[src/rtl/wb_pkg.sv]
`default_nettype none
// +----------------------------------------------------------------------+
// | Module : wb_pkg                                                      |
// | Brief  : Shared widths, FIFO entry type and rd decode for writeback  |
// | Rev    : 1.0                                                         |
// +----------------------------------------------------------------------+
package wb_pkg;

  localparam int DATA_W = 16;
  localparam int RSEL_W = 3;
  localparam int NREGS  = 8;

  typedef struct packed {
    logic              valid;
    logic [RSEL_W-1:0] rd;
    logic [DATA_W-1:0] data;
  } fifo_ent_t;

  // r0 is hard-wired, so it never shows up as a pending write.
  function automatic logic [NREGS-1:0] rd_onehot(input logic [RSEL_W-1:0] rd);
    logic [NREGS-1:0] v;
    v = '0;
    if (rd != '0) v[rd] = 1'b1;
    return v;
  endfunction

endpackage
`default_nettype wire

[src/rtl/wb_fifo2.sv]
`default_nettype none
// +----------------------------------------------------------------------+
// | Module : wb_fifo2                                                    |
// | Brief  : 2-entry ALU result queue with invalidate-by-rd and compaction|
// | Rev    : 1.0                                                         |
// +----------------------------------------------------------------------+
module wb_fifo2
  import wb_pkg::*;
#(
  parameter int DEPTH = 2
) (
  input  logic              clk,
  input  logic              rst_ni,
  input  logic              push_i,
  input  logic [RSEL_W-1:0] push_rd_i,
  input  logic [DATA_W-1:0] push_data_i,
  input  logic              pop_i,
  input  logic              inv_i,
  input  logic [RSEL_W-1:0] inv_rd_i,
  output fifo_ent_t         head_o,
  output logic              ready_o,
  output logic [NREGS-1:0]  busy_o
);

  localparam logic [1:0] c_depth = 2'(DEPTH);

  fifo_ent_t [1:0] ent_q, ent_d;
  logic [1:0]      cnt_d;
  logic            ready_q, ready_d;

  // Order of operations: invalidate, compact so entry 0 is the oldest
  // survivor, pop, then append the new result behind everything kept.
  always_comb begin
    ent_d = ent_q;
    for (int i = 0; i < 2; i++) begin
      if (inv_i && (ent_d[i].rd == inv_rd_i)) ent_d[i].valid = 1'b0;
    end
    if (!ent_d[0].valid) begin
      ent_d[0] = ent_d[1];
      ent_d[1] = '0;
    end
    if (pop_i) begin
      ent_d[0] = ent_d[1];
      ent_d[1] = '0;
    end
    if (push_i) begin
      if (!ent_d[0].valid) ent_d[0] = '{valid: 1'b1, rd: push_rd_i, data: push_data_i};
      else                 ent_d[1] = '{valid: 1'b1, rd: push_rd_i, data: push_data_i};
    end
    cnt_d   = 2'(ent_d[0].valid) + 2'(ent_d[1].valid);
    ready_d = (cnt_d < c_depth);
  end

  always_ff @(posedge clk or negedge rst_ni) begin
    if (!rst_ni) begin
      ent_q   <= '0;
      ready_q <= 1'b0;
    end else begin
      ent_q   <= ent_d;
      ready_q <= ready_d;
    end
  end

  always_comb begin
    busy_o = '0;
    for (int i = 0; i < 2; i++) begin
      if (ent_q[i].valid) busy_o = busy_o | rd_onehot(ent_q[i].rd);
    end
  end

  assign head_o  = ent_q[0];
  assign ready_o = ready_q;

endmodule
`default_nettype wire

[src/rtl/wb_arbiter.sv]
`default_nettype none
// +----------------------------------------------------------------------+
// | Module : wb_arbiter                                                  |
// | Brief  : Register-file write arbiter, loads over queued ALU results  |
// | Rev    : 1.0                                                         |
// +----------------------------------------------------------------------+
module wb_arbiter
  import wb_pkg::*;
#(
  parameter int FIFO_DEPTH = 2
) (
  input  logic              clk,
  input  logic              reset,
  input  logic              alu_valid,
  output logic              alu_ready,
  input  logic [DATA_W-1:0] alu_data,
  input  logic [RSEL_W-1:0] alu_rd,
  input  logic              mem_valid,
  input  logic [DATA_W-1:0] mem_data,
  input  logic [RSEL_W-1:0] mem_rd,
  input  logic              mem_he,
  input  logic              mem_be,
  output logic [DATA_W-1:0] regw,
  output logic [RSEL_W-1:0] regws,
  output logic              we,
  output logic              he,
  output logic              be,
  output logic [NREGS-1:0]  busy
);

  fifo_ent_t          head;
  logic               fifo_ready;
  logic [NREGS-1:0]   fifo_busy;
  logic               push, pop;

  logic [DATA_W-1:0]  regw_q, regw_d;
  logic [RSEL_W-1:0]  regws_q, regws_d;
  logic               we_q, we_d;
  logic               he_q, he_d;
  logic               be_q, be_d;

  assign push = alu_valid && fifo_ready;
  assign pop  = !mem_valid && head.valid;

  wb_fifo2 #(
    .DEPTH       (FIFO_DEPTH)
  ) u_fifo (
    .clk         (clk),
    .rst_ni      (reset),
    .push_i      (push),
    .push_rd_i   (alu_rd),
    .push_data_i (alu_data),
    .pop_i       (pop),
    .inv_i       (mem_valid),
    .inv_rd_i    (mem_rd),
    .head_o      (head),
    .ready_o     (fifo_ready),
    .busy_o      (fifo_busy)
  );

  // A consumed r0 entry still leaves the write port idle and all-zero.
  always_comb begin
    regw_d  = '0;
    regws_d = '0;
    we_d    = 1'b0;
    he_d    = 1'b0;
    be_d    = 1'b0;
    if (mem_valid) begin
      if (mem_rd != '0) begin
        we_d    = 1'b1;
        regws_d = mem_rd;
        regw_d  = mem_data;
        he_d    = mem_he && !mem_be;
        be_d    = mem_be && !mem_he;
      end
    end else if (head.valid && (head.rd != '0)) begin
      we_d    = 1'b1;
      regws_d = head.rd;
      regw_d  = head.data;
    end
  end

  always_ff @(posedge clk or negedge reset) begin
    if (!reset) begin
      regw_q  <= '0;
      regws_q <= '0;
      we_q    <= 1'b0;
      he_q    <= 1'b0;
      be_q    <= 1'b0;
    end else begin
      regw_q  <= regw_d;
      regws_q <= regws_d;
      we_q    <= we_d;
      he_q    <= he_d;
      be_q    <= be_d;
    end
  end

  assign regw      = regw_q;
  assign regws     = regws_q;
  assign we        = we_q;
  assign he        = he_q;
  assign be        = be_q;
  assign alu_ready = fifo_ready;
  assign busy      = fifo_busy | (we_q ? rd_onehot(regws_q) : '0);

endmodule
`default_nettype wire

[config.mk]
export PLATFORM = sky130hd
export DESIGN_NAME = wb_arbiter
export DESIGN_NICKNAME = d
export VERILOG_FILES = /design/src/rtl/wb_pkg.sv /design/src/rtl/wb_fifo2.sv /design/src/rtl/wb_arbiter.sv
export SDC_FILE = /design/constraint.sdc
export NUM_CORES = 1
export LEC_CHECK = 0
export CAP_MARGIN = 5
export CORE_AREA = 3 3 81 83
export DETAILED_ROUTE_END_ITERATION = 12
export DIE_AREA = 0 0 84 86
export PLACE_DENSITY = 0.78
export SLEW_MARGIN = 20
export SYNTH_ARGS = -nofsm -noshare
export SYNTH_HDL_FRONTEND = slang
export SYNTH_SLANG_ARGS = --single-unit
[constraint.sdc]
create_clock -name clk -period 2.13 [get_ports clk]
set_input_delay 0.426 -clock clk [delete_from_list [all_inputs] [get_ports clk]]
set_output_delay 0.426 -clock clk [all_outputs]
set_load 0.02 [all_outputs]
==> results.md <==
* Status: finished clean
* Final net count at 375
* RSZ-0062 raised after global routing: false
* Drt total wl at 7.42 mm
* Final Skew at 0.00855 ns
* Period utilization at 95.9%
* Library cells used by synthesis at 36
* Register area share after synthesis at 55.9%
* Detailed Place HPWL at 5.11 mm
* # fillers at roughly 450
* CTS Sinks at 63
* Syn nets at 281
* Die Footprint at 0.00722 sq mm
* Worst slew pin tran at 0.602 ns
* Core box area at around 0.006 sq mm
* Most frequent cells after synthesis: 63 x dfrtp_1, 35 x a22o_1, 21 x a21oi_1
* LEAKAGE at 1.82 nW
* Final WS setup at 0.0874 ns
* Worst min path class: in2async
* DR iter-0 viols at 154
* P&R area growth vs syn at 41.5%
* Worst rel slew slack at 59.8%
* Yosys top cell area share at 55.9%
* Vias in the first global route at roughly 2,500
* Final instance area at between 0.003 and 0.004 sq mm
* Mean Syn Cell Area at 11.9 sq um
* Chip Height at between 80 and 90 um
* Clock transition at path regs at 0.07 ns
* WL/cell at 18.1 um
* Worst R2R Setup Slack at 0.15 ns
* Layout cells sized above 1 at 16.4%
* EDFF count, synth at 0
* Worst R2R End: u_fifo.head_o[15]$_DFF_PN0_
* Die X at 84 um
* Most common cell in the netlist: dfrtp_1
* GRT Total Usage at 21.9%
* Rows at 28
* Total gr overflow at 0
* Clk network pwr share at 21.8%
* Htree depth at 3
* WP data required at 1.70 ns
* Worst path arrival time at between 1.5 and 2 ns
* Ant. Diodes at 0
* Placed cell area at 0.00379 sq mm
* Hold Buf Count CTS at 0
* Max-Cap Viols at 0
* Pint at a little over 0.003 W
* Routability Congestion at 0.928
* Worst Reg-to-Reg Cells at 6
* Combinational share of power at between 40 and 50%
* Endpoints failing hold at 0
* CTS tree: done
* Sequential group share of total power at about 37%
* DRT Pass-1 Iters at 4
* Worst-case clock buffer depth at 2
* Clock insertion delay at the later pin of the skew report at approximately 0.33 ns
* Largest net degree at the start of global routing at 64
* Primary FF master, synth: dfrtp_1
* Setup crit end kind: output pin
* Leading post-synthesis cells by cell area: dfrtp_1 56%, a22o_1 11%, mux2i_1 6.7%, nor4_1 4.2%, a21oi_1 3.7%
* Setup violators final at 0
* Root buf cell: clkbuf_8
* CP Class: reg2out
* Global-route wire length before repair at 12.4 mm
* Pwr dens at roughly 1200 mW/mm^2
* Max frequency at a little under 0.5 GHz
* Antenna violations before repair at 0
* Crit path time final at between 2 and 2.5 ns
* Startpoint Class: flop
* Final ANT Viol Nets at 0
* Top-Level Pins at 75
* DR vias at 2,380
* Post-CTS Setup Inserts at 0
* Final core utilization at 67.5%
* Worst Path Max Fanout at 4
* Initial Util at 47.7%
* Min Hold Slack at 0.0941 ns
* Async S/R FF share, synth at 100%
* Post-Place Worst Slack at -0.365 ns
* Net Sw Frac at 36.2%
* Max Slew Vio Count at 0
* DRC viols at 0
* Mapped Area at 0.00282 sq mm
* Peak VDD IR at 0.000535 V
* NetSw at 0.00175 W
* Yosys warnings at 0
* Num CTS Buffers at 9
* Yosys top cell by area: dfrtp_1
* Seq cells post-synth at 63
* Port Buffers at 73
* Cells after Synth at about 240
* Vias per inst at 5.79
* Reg2reg start: u_fifo.head_o[18]$_DFF_PN0_
## routing by layer
layer | routed length [um] | share of wire, % | GRT usage [%] | up-vias
li1 | - | - | - | 1087
met1 | 3180 | 43 | 29.1 | 1170
met2 | 3660 | 49 | 33.6 | 111
met3 | 476 | 6.4 | 4.90 | 12
met4 | 108 | 1.5 | 11.5 | 0
met5 | 0 | 0 | 0 | -
## state kept, by name, summed over array words and instances, names as in the netlist
name and count:
u_fifo.ent_q 20, u_fifo.head_o 20, regw 16, regws 3
be 1, he 1, u_fifo.ready_o 1, we 1
## cell type report
| type | instances | area (sq um) | area share [%] |
|---|---|---|---|
| sequential | 63 | 1580 | 39.5 |
| multi-input combinational | 152 | 1140 | 28.4 |
| inverter | 1 | 3.75 | 0.0940 |
| timing repair buffer | 104 | 975 | 24.4 |
| clock buffer | 12 | 155 | 3.88 |
| clock inverter | 4 | 53.8 | 1.35 |
| tap | 75 | 93.8 | 2.35 |
## stage by stage
stage                     setup TNS (ns)  std cells  total power (W)
after floorplan                        0        237          0.00297
after global placement             -8.61        395          0.00376
after detailed placement          -10.69        395          0.00381
after CTS                              0        411          0.00486
after global routing                   0        411          0.00512
final                                  0        411          0.00484
## critical path, stage by stage, from the launching register on
cell	delay (ns)
dfrtp_1	0.40
nand2_1	0.12
or3_1	0.32
o221ai_1	0.08
dlygate4sd2_1	0.36
## worst max-delay path by stage
stage                                      startpoint                          end  depth (start not counted)
final                     u_fifo.head_o[17]$_DFF_PN0_                      busy[2]                          4
after global routing      u_fifo.head_o[16]$_DFF_PN0_                      busy[6]                          5
after CTS                 u_fifo.head_o[18]$_DFF_PN0_                      busy[1]                          4
after detailed placement                    mem_rd[1]   u_fifo.ent_q[33]$_DFF_PN0_                          5
after global placement                      mem_rd[1]   u_fifo.ent_q[28]$_DFF_PN0_                          5
after floorplan           u_fifo.head_o[18]$_DFF_PN0_  u_fifo.head_o[17]$_DFF_PN0_                          8
## cell families (layout without fill, tap and decap cells)
group | after synthesis | count (layout) | share of synthesized area [%]
flops | 63 | 63 | 55.9
buf+inv | 22 | 121 | 4.30
other cells | 1 | 1 | 0.133
mux | 19 | 19 | 6.74
simple gates | 51 | 51 | 10.1
xor+xnor | 6 | 6 | 2.13
compound gates | 75 | 75 | 20.8
## power groups by stage
stage               Combinational [W]  Clock [W]  Sequential, W
finish                        0.00198    0.00106        0.00180
global route                  0.00215    0.00113        0.00184
CTS                           0.00198    0.00108        0.00180
detailed placement            0.00200          0        0.00181
global placement              0.00196          0        0.00180
floorplan                     0.00113          0        0.00184
## placed cells by master, fill, tap and decap left out, types with 3 or more instances in the layout
master / instances
a21oi_1: 20
a22o_1: 35
buf_4: 29
clkbuf_8: 11
clkdlybuf4s50_1: 64
dfrtp_1: 63
dlygate4sd2_1: 5
mux2i_1: 19
nand2_1: 13
nand2b_1: 6
nor2_1: 3
nor4_1: 19
o21ai_0: 3
o221ai_1: 5
xor2_1: 5
## what timing repair did
item	in CTS	in global routing
gates resized for setup	8	5
setup endpoints to repair	22	3
pin swaps	0	0
(Power assumes the default switching activity.)
==> variant 1: new RTL, same settings <==
Set the package constant `NREGS` to 16 (it was 8).
--- a/src/rtl/wb_pkg.sv
+++ b/src/rtl/wb_pkg.sv
@@ -9,5 +9,5 @@
   localparam int DATA_W = 16;
   localparam int RSEL_W = 3;
-  localparam int NREGS  = 8;
+  localparam int NREGS  = 16;
 
   typedef struct packed {
Interface: changed (resized busy); port bits go from 75 to 83. The function was not compared with the original's and may differ.
==> variant 1 against the unedited design <==
Power is 0.42% higher. Setup slack better by 0.0017 ns. Synthesized area is 9.4% higher. Cell area is 5.4% higher. Wire length is 2.5% higher. Sequential cell count stayed put. Synthesized cell count is 15% higher. Largest cell class unchanged. Utilization is 3.6 points higher.
==> variant 1: results (changes against the unedited design) <==
Outcome - finished, final reports clean
Worst Tran Pin Value - 0.792 ns (+0.190 ns)
Worst vdd ir - 0.000774 V (+45%)
Crit share post-route - 0.958 (about the same)
Max stage delay cell, worst path - dfrtp_2
DP Wirelength - 5.32 mm (+3.9%)
Critical path's largest stage delay - 0.45 ns (+0.05 ns)
Comb pwr - 2.05 mW (+4%)
Seq/Total Area, Yosys - 0.511 (-0.0478)
Critical path endpoint - busy[4]
Metal3 WL - 433 um (-9.0%)
Syn avg cell area - 11.3 um^2 (-4.7%)
Sw Share - 0.349 (-0.0137)
Via Count - 2,478 (+4.1%)
Power per cell area - 1150 nW/um^2 (-4.7%)
GRT met2 Usage - 0.385 (+0.0492)
Met1 WL - 3.18 mm (+0.13%)
Vias in the first global route - 2,597 (+4.0%)
Synth unique cells - 39 (+8.3%)
Crit-path max FO - 7 (+3)
Drt via density - 5.57 (-3.8%)
Drt first-iter violations - 130 (-16%)
Top post-synthesis cells by area - dfrtp_1 51%, mux2_2 9.1%, mux2_4 4.9%, a22o_1 4.5%, nand2_1 4.1%
Clock power share - 0.212 (-0.006)
GPL Wtd Cong - 0.904 (-2.6%)
Gr usage total - 0.218 (-0.000232)
Inst Count DP - 430 (+8.9%)
variant 1: cells by family (layout without fill, tap and decap cells):
family | count (synthesis) | after routing
DFF | 63 | 63
other | 1 | 9
AOI/OAI and AO/OA | 62 | 62
and+or+nand+nor | 72 | 72
xor gates and xnor gates | 6 | 6
muxes | 37 | 37
buffers and inverters | 31 | 121
variant 1: final cells by class:
type                    count  area, um^2
clock buffers              12         155
clock inverters             3        42.5
fillers                   435        1710
inverters                   4        15.0
multi-input cells         186        1360
flip-flops and latches     63        1580
well taps                  75        93.8
repair buffers            102         960
variant 1: worst min path at each step:
stage / start / to / slack (ns) / cells past startpoint
after floorplan: reset / be$_DFF_PN0_ / 0.13 / 0
after global placement: reset / regw[11]$_DFF_PN0_ / 0.46 / 2
after detailed placement: reset / regw[11]$_DFF_PN0_ / 0.46 / 2
after CTS: reset / regw[11]$_DFF_PN0_ / 0.1 / 2
after global routing: reset / regw[11]$_DFF_PN0_ / 0.10 / 2
final: reset / regw[11]$_DFF_PN0_ / 0.08 / 2
==> variant 2: new RTL, same flow settings <==
Without the edit above. Reset style: synchronous (`reset` and `rst_ni`), changed in 2 clocked blocks.
--- a/src/rtl/wb_fifo2.sv
+++ b/src/rtl/wb_fifo2.sv
@@ -52,5 +52,5 @@
   end
 
-  always_ff @(posedge clk or negedge rst_ni) begin
+  always_ff @(posedge clk) begin
     if (!rst_ni) begin
       ent_q   <= '0;
--- a/src/rtl/wb_arbiter.sv
+++ b/src/rtl/wb_arbiter.sv
@@ -81,5 +81,5 @@
   end
 
-  always_ff @(posedge clk or negedge reset) begin
+  always_ff @(posedge clk) begin
     if (!reset) begin
       regw_q  <= '0;
Formal check against the unedited RTL: differs if reset is asserted again (counterexample within 4 cycles, from zero or initial values and one cycle with reset low); with reset held inactive, the same outputs for 4 cycles.
==> variant 2 against the unedited design <==
Wire length shrank 5.6%. Synthesized area shrank 4.3%. Synthesized cell count grew 2.1%. Cell area shrank 1.9%. Sequential cell count is the same. Global-route usage shrank 1.5 points. Critical endpoint is now busy[4]. Setup slack lost 0.026 ns.
Power is not compared: it rests on default switching activity, and its combinational part moved more than twofold at a synthesized area within 25%.
==> variant 2: results (changes against the unedited design) <==
Fraction of area in non-clock buffers - 0.251 (+0.00699)
R2R Setup Slk - 0.29 ns (+0.14 ns)
Reg-to-Reg Start - u_fifo.head_o[16]$_SDFF_PN0_
Mux cell area share after synthesis - 0.0704 (+0.00306)
Area share of fa/ha/maj cells after synthesis - 0.00371 (+0.00371)
Largest net degree at the start of global routing - 21 (-67%)
Invs w/o clock - 3 (+2)
Pre-CTS setup slack - -0.540 ns (-0.175 ns)
Register area - 1270 um^2 (-19%)
Inst Count DP - 403 (+2.0%)
Crit share post-route - 0.971 (+0.0120)
Post-Synthesis Cells - 242 (+2.1%)
Outcome - finished, final reports clean
M1 GR Usage - 0.269 (-0.0213)
Net Count, Synth - 286 (+1.8%)
Via Count - 2,318 (-2.6%)
Met1 WL - 3.31 mm (+4.2%)
Metal3 WL - 433 um (-9.0%)
Syn Std Cell Area - 2700 um^2 (-4.3%)
Critical path endpoint - busy[4]
Relative slew slack - 0.531 (-0.0669)
Critical path launch point - u_fifo.head_o[18]$_SDFF_PN0_
Critical path's largest stage delay - 0.44 ns (+0.04 ns)
Cell family with most CP delay - flip-flops
Xor/xnor cell area share of the yosys netlist - 0.0195 (-0.00181)
Min-delay worst type - reg2reg
Synth unique cells - 44 (+22%)
Buffers excl. clock - 106 (+1.9%)
Synth Area in Compound Gates - 0.278 (+0.0701)
Synth cell count leaders - 63 x dfxtp_1, 27 x nor2_1, 25 x a22o_1
Crit-path max FO - 5 (+1)
Non-Filler Instances - 420 (+2.2%)
Global-route wire length before repair - 11.6 mm (-6.7%)
Routed wire per std cell - 16.7 um (-7.6%)
Gr usage total - 0.204 (-0.0150)
Drt first-iter violations - 98 (-36%)
Multi-input gates - 157 (+3.3%)
# nets final - 384 (+2.4%)
Reg-to-reg endpoint - u_fifo.head_o[17]$_SDFF_PN0_
Seq/Total Area, Yosys - 0.467 (-0.0914)
Top post-synthesis cells by area - dfxtp_1 47%, a22o_1 8.1%, mux2i_1 7.0%, a221oi_2 5.6%, nor2_1 3.8%
Met2 WL - 3.20 mm (-13%)
Critical Path AT - 1.64 ns (+0.02 ns)
variant 2: changes by cell type in the layout (fill, tap and decap cells not counted), sizes merged, moves of 4 or more:
cell | before | now
dfrtp | 63 | 0
nor2 | 3 | 27
o221ai | 5 | 1
nand2 | 13 | 6
nor4 | 19 | 0
a21oi | 22 | 2
dfxtp | 0 | 63
a221oi | 0 | 19
variant 2: timing repair:
item,4_1_cts,5_1_grt
cloned,0,0
buffers inserted,1,0
setup endpoints to repair,26,4
pin swaps,1,0
resized for setup,12,5
variant 2: power groups by stage:
| stage | registers (mW) | logic (mW) | clock network [mW] |
|---|---|---|---|
| 2_1_floorplan | 1.28 | 0.136 | 0 |
| 3_3_place_gp | 1.27 | 0.339 | 0 |
| 3_5_place_dp | 1.27 | 0.343 | 0 |
| 4_1_cts | 1.24 | 0.346 | 1.20 |
| 5_1_grt | 1.25 | 0.369 | 1.26 |
| 6_report | 1.24 | 0.346 | 1.18 |
